## src/rtl/multicycle_control_fsm.sv

```systemverilog
// Multi-cycle RV32I main controller: FETCH->DECODE->EXEC->[MEM]->[WB] with memory
// req/ready handshakes, bounded-wait timeout trap and a retired-instruction counter.
module multicycle_control_fsm #(
  parameter int WAIT_MAX = 16,
  parameter int RET_W    = 32,
  parameter int ALU_OP_W = 2
) (
  input  logic                clk,
  input  logic                rst,
  input  logic [6:0]          opcode,
  input  logic                branch_taken,
  input  logic                imem_ready,
  input  logic                dmem_ready,
  output logic                imem_req,
  output logic                dmem_req,
  output logic                ir_write,
  output logic                pc_write,
  output logic [1:0]          pc_sel,
  output logic                mem_read,
  output logic                mem_write,
  output logic                mem_to_reg,
  output logic                alu_src,
  output logic [ALU_OP_W-1:0] alu_op,
  output logic                reg_write,
  output logic                trap,
  output logic [RET_W-1:0]    instret,
  output logic [2:0]          state_o
);

  localparam logic [2:0] S_FETCH  = 3'd0;
  localparam logic [2:0] S_DECODE = 3'd1;
  localparam logic [2:0] S_EXEC   = 3'd2;
  localparam logic [2:0] S_MEM    = 3'd3;
  localparam logic [2:0] S_WB     = 3'd4;
  localparam logic [2:0] S_TRAP   = 3'd5;

  localparam logic [6:0] OP_R      = 7'b0110011;
  localparam logic [6:0] OP_LOAD   = 7'b0000011;
  localparam logic [6:0] OP_STORE  = 7'b0100011;
  localparam logic [6:0] OP_BRANCH = 7'b1100011;
  localparam logic [6:0] OP_IMM    = 7'b0010011;
  localparam logic [6:0] OP_LUI    = 7'b0110111;
  localparam logic [6:0] OP_JAL    = 7'b1101111;
  localparam logic [6:0] OP_JALR   = 7'b1100111;

  localparam int CNT_W = (WAIT_MAX > 1) ? $clog2(WAIT_MAX) : 1;

  logic [2:0]       state_q, state_d;
  logic [CNT_W-1:0] wait_q, wait_d;
  logic [6:0]       op_q, op_d;
  logic             trap_q, trap_d;
  logic [RET_W-1:0] instret_q, instret_d;

  logic waiting, wait_last, legal, retire;
  logic                alu_src_x;
  logic [ALU_OP_W-1:0] alu_op_x;

  assign waiting   = ((state_q == S_FETCH) && !imem_ready) || ((state_q == S_MEM) && !dmem_ready);
  assign wait_last = (wait_q == CNT_W'(WAIT_MAX - 1));
  assign legal     = (opcode == OP_R)      || (opcode == OP_LOAD) || (opcode == OP_STORE) ||
                     (opcode == OP_BRANCH) || (opcode == OP_IMM)  || (opcode == OP_LUI)   ||
                     (opcode == OP_JAL)    || (opcode == OP_JALR);

  always_ff @(posedge clk or posedge rst) begin
    if (rst) begin
      state_q   <= S_FETCH;
      wait_q    <= '0;
      op_q      <= '0;
      trap_q    <= 1'b0;
      instret_q <= '0;
    end else begin
      state_q   <= state_d;
      wait_q    <= wait_d;
      op_q      <= op_d;
      trap_q    <= trap_d;
      instret_q <= instret_d;
    end
  end

  always_comb begin
    state_d = state_q;
    case (state_q)
      S_FETCH:  if (imem_ready) state_d = S_DECODE;
                else if (wait_last) state_d = S_TRAP;
      S_DECODE: state_d = legal ? S_EXEC : S_TRAP;
      S_EXEC: begin
        case (op_q)
          OP_LOAD, OP_STORE: state_d = S_MEM;
          OP_BRANCH:         state_d = S_FETCH;
          default:           state_d = S_WB;
        endcase
      end
      S_MEM:    if (dmem_ready) state_d = (op_q == OP_LOAD) ? S_WB : S_FETCH;
                else if (wait_last) state_d = S_TRAP;
      S_WB:     state_d = S_FETCH;
      S_TRAP:   state_d = S_TRAP;
      default:  state_d = S_FETCH;
    endcase
  end

  // Counter only runs while a request is stalled in place; any state change clears it.
  always_comb begin
    retire    = ((state_q == S_EXEC) || (state_q == S_MEM) || (state_q == S_WB)) &&
                (state_d == S_FETCH);
    wait_d    = (waiting && (state_d == state_q)) ? wait_q + CNT_W'(1) : '0;
    op_d      = (state_q == S_DECODE) ? opcode : op_q;
    trap_d    = trap_q | (state_d == S_TRAP);
    instret_d = retire ? instret_q + RET_W'(1) : instret_q;
  end

  always_comb begin
    alu_src_x = 1'b0;
    alu_op_x  = ALU_OP_W'(2'b00);
    case (op_q)
      OP_IMM, OP_LOAD, OP_STORE, OP_JALR: begin alu_src_x = 1'b1; alu_op_x = ALU_OP_W'(2'b01); end
      OP_LUI:    begin alu_src_x = 1'b1; alu_op_x = ALU_OP_W'(2'b11); end
      OP_BRANCH: begin alu_src_x = 1'b0; alu_op_x = ALU_OP_W'(2'b10); end
      default:   ;
    endcase
  end

  always_comb begin
    imem_req   = 1'b0;
    dmem_req   = 1'b0;
    ir_write   = 1'b0;
    pc_write   = 1'b0;
    pc_sel     = 2'b00;
    mem_read   = 1'b0;
    mem_write  = 1'b0;
    mem_to_reg = 1'b0;
    alu_src    = 1'b0;
    alu_op     = '0;
    reg_write  = 1'b0;
    case (state_q)
      S_FETCH: begin
        imem_req = 1'b1;
        ir_write = imem_ready;
        pc_write = imem_ready;
      end
      S_EXEC: begin
        alu_src = alu_src_x;
        alu_op  = alu_op_x;
        case (op_q)
          OP_BRANCH: begin pc_write = branch_taken; pc_sel = 2'b01; end
          OP_JAL:    begin pc_write = 1'b1;         pc_sel = 2'b10; end
          OP_JALR:   begin pc_write = 1'b1;         pc_sel = 2'b11; end
          default:   ;
        endcase
      end
      S_MEM: begin
        alu_src   = alu_src_x;
        alu_op    = alu_op_x;
        dmem_req  = 1'b1;
        mem_read  = (op_q == OP_LOAD);
        mem_write = (op_q == OP_STORE);
      end
      S_WB: begin
        alu_src    = alu_src_x;
        alu_op     = alu_op_x;
        reg_write  = 1'b1;
        mem_to_reg = (op_q == OP_LOAD);
      end
      default: ;
    endcase
  end

  assign trap    = trap_q;
  assign instret = instret_q;
  assign state_o = state_q;

endmodule

```

## config.mk

```make
export PLATFORM = sky130hd
export DESIGN_NAME = multicycle_control_fsm
export DESIGN_NICKNAME = d
export VERILOG_FILES = /design/src/rtl/multicycle_control_fsm.sv
export SDC_FILE = /design/constraint.sdc
export NUM_CORES = 1
export LEC_CHECK = 0
export CORE_ASPECT_RATIO = 0.75
export CORE_MARGIN = 3
export CORE_UTILIZATION = 53
export DETAILED_ROUTE_END_ITERATION = 6
export PLACE_DENSITY = 0.85
export SLEW_MARGIN = 20
export SYNTH_ARGS = -nofsm -noshare
export SYNTH_HDL_FRONTEND = slang
export SYNTH_SLANG_ARGS = --single-unit
```

## constraint.sdc

```tcl
create_clock -name clk -period 5.8 [get_ports clk]
set_input_delay 1.16 -clock clk [delete_from_list [all_inputs] [get_ports clk]]
set_output_delay 1.16 -clock clk [all_outputs]
set_load 0.02 [all_outputs]
```

==> results.cfg <==
[timing]
finalSetupViolCount = 0
worst_slack_ns = 2.08
timing.hold.ws_ns = 0.466
clock_skew_ns = 0.0139
max_slew_margin_pct = 38.0
worstMarginPinSlew_ns = 0.928
drv_slew = 0
finalCriticalPeriod_ns = 3.72
max_freq_mhz = 269
hold_viol_final = 0
rsz0062_at_grt = false
fin_setup_tns_ns = 0
finalCritPeriodShare_pct = 64.1

[placement]
gp_congestion = 0.819
place_ws_ns = 1.85
dp_hpwl_um = 4120
io_buffer_count = 60

[outcome]
status = complete, no violations

[power]
p_leak_nw = 1.43
intPower_mw = 0.647
ir_drop_mv = 0.228
clock_power_share_pct = 24.3
p_switching_mw = 0.369
swShare_pct = 36.3
combPwrFrac_pct = 29.7
p_per_area_nw_per_um2 = 314
power_mw = 1.02
sequentialPowerShare_pct = 46.0

[yosys]
synth_top_family_by_area = simple AND/OR/NAND/NOR gates
syn_area_per_cell_sq_um = 9.97
synthCells = 252
synth-edff-count = 0
synth.area.mux_share_pct = 2.69
ys_seq_elements = 47
synth_top_area_cell = dfrtp_1
async_flop_share_pct = 100
yosysMostFrequentCell = dfrtp_1
ys.flop_type = dfrtp_1
synth_warnings = 0
synth_simple_gate_area_share_pct = 26.5
synth_common_cells = 47 x dfrtp_1, 25 x xor2_1, 22 x nor2_1, 18 x inv_1, 18 x nand2_1
ys_seq_area_share_pct = 46.8
synthXorXnorAreaFrac_pct = 12.2
synth_cell_types = 43
synth_top_area_share_pct = 46.8
syn_nets = 266
synth_compound_area_share_pct = 5.53
synth_area_sq_um = 2510
synthAdderAreaFrac_pct = 0.996
netlist_top_cells_area = dfrtp_1 47%, xor2_1 8.7%, xnor2_1 3.5%, nor2_1 3.3%, nor4_2 3.0%

[setup_path]
path_cells = clkdlybuf4s50_1, and2_1, o21bai_1, clkdlybuf4s50_1
cpPeakStageDelay_ns = 0.62
cp_data_arrival_time_ns = 2.56
cp_top_family = buffers and inverters
cpMaxStageDelayCell = clkdlybuf4s50_1
crit_fanout = 3
worstPathRequired_ns = 4.64
worst-path-buf-inv = 2
worstSetupPathType = input pin to output port
cp-end-kind = output port
crit_path_frequent_cell = clkdlybuf4s50_1
startpoint_type = input pin

[grt]
grt_antenna_before_repair = 0
grt_usage_pct = 21.0
grt_max_degree = 48
first_global_vias = 1908
grt_overflow = 0
grt_pass1_wl_um = 9290

[die]
rows = 21
die_x_um = 85.5
core_sq_um = 4520
die-area_sq_um = 5610
io_pins = 61
die_h_um = 65.6
initial_core_util_pct = 55.6

[layout]
multi_input_comb_area_sq_um = 1200
antenna_cells = 0
n_fill_cell = 353
area_growth_pct = 28.7
final_core_util_pct = 71.6
seqCellArea_sq_um = 1180
drive_gt1_share_pct = 8.39
layout.nets = 323

[route]
postRouteWirelength_um = 5620
drtIter0Drc = 149
routed_via_density = 5.53
routedWlPerCell_um = 15.3
ant_nets = 0
post-route-drc-count = 0
num_vias = 2028
drt_first_pass_iters = 4

[clocking]
clkSlewWorstSetupHoldPaths_ns = 0.09
root_buffer = clkbuf_8
cts_made_buffers = 5
clock_path_buffers = 2
postCtsSetupBuffers = 0
cts_resized = 0
clkSinkCount = 47
hold_buffers = 0
clock_latency_ns = 0.31
tritoncts = done
htree_levels = 2

[min_path]
hold_class = flip-flop to flip-flop

[flow_run]
cap_violations = 0
==> metrics by stage <==
stage	std cells	area, sq um
finish	367	3240
global route	367	3240
CTS	367	3240
detailed placement	359	3120
global placement	359	3120
floorplan	252	2510
==> power groups by stage <==
stage	clock network, mW	registers, mW	logic, mW
final	0.247	0.468	0.302
after global routing	0.261	0.478	0.331
after CTS	0.248	0.465	0.302
after detailed placement	0	0.471	0.301
after global placement	0	0.467	0.298
after floorplan	0	0.444	0.228
==> cell usage in the layout, fill, tap and decap left out, types with 2 or more instances in the layout <==
cell type and n:
xor2_1 25, inv_1 17, nor3b_1 4, nor2_1 22
or3_1 5, a21oi_1 4, o21bai_1 2, and2_1 2
clkdlybuf4s50_1 60, nand4_1 6, and3_1 3, nor2b_1 3
nand2_1 18, o21ai_0 5, nor4_2 6, clkbuf_8 5
mux2_2 6, ha_1 2, nand3b_1 2, xnor2_1 10
nor3_1 11, dfrtp_1 47, nor4_1 10, nand3_1 14
==> area by class of cell <==
cell class,count,share of cell area [%]
clock inverters,3,1.43
multi-input cells,177,37.2
inverters,18,2.09
repair buffers,60,18.6
flip-flops and latches,47,36.3
well taps,57,2.20
clock buffers,5,2.13
==> logic make-up (layout without fill, tap and decap cells) <==
kind of cell,Yosys count,count (layout)
xor+xnor,35,35
fa+ha+maj,2,2
simple gates,114,114
flops,47,47
compound gates,20,20
buf+inv,28,86
mux,6,6
==> state kept, by name, summed over array words and instances (netlist names) <==
signal	cells
instret	32
op_q	7
state_o	3
trap	1
wait_q	4
==> layer usage <==
layer,vias to the layer above,wire length (um),track usage (%)
met4,0,51,5.93
met3,7,392,4.01
li1,983,-,-
met1,965,2700,31.9
met2,73,2480,30.3
met5,-,0,0
==> worst paths after layout <==
kind,startpoint,to,slack (ns),cells past startpoint
hold / removal,instret[31],instret[31],0.47,1
max in group asynchronous,rst,state_o[0],3.84,2
setup reg to reg,state_o[1],instret[27],3.14,6
hold reg to reg,instret[31],instret[31],0.47,1
setup / recovery,imem_ready,pc_write,2.08,4
min in group asynchronous,rst,instret[7],1.38,2
No activity file was read; power rests on OpenSTA's default activity.
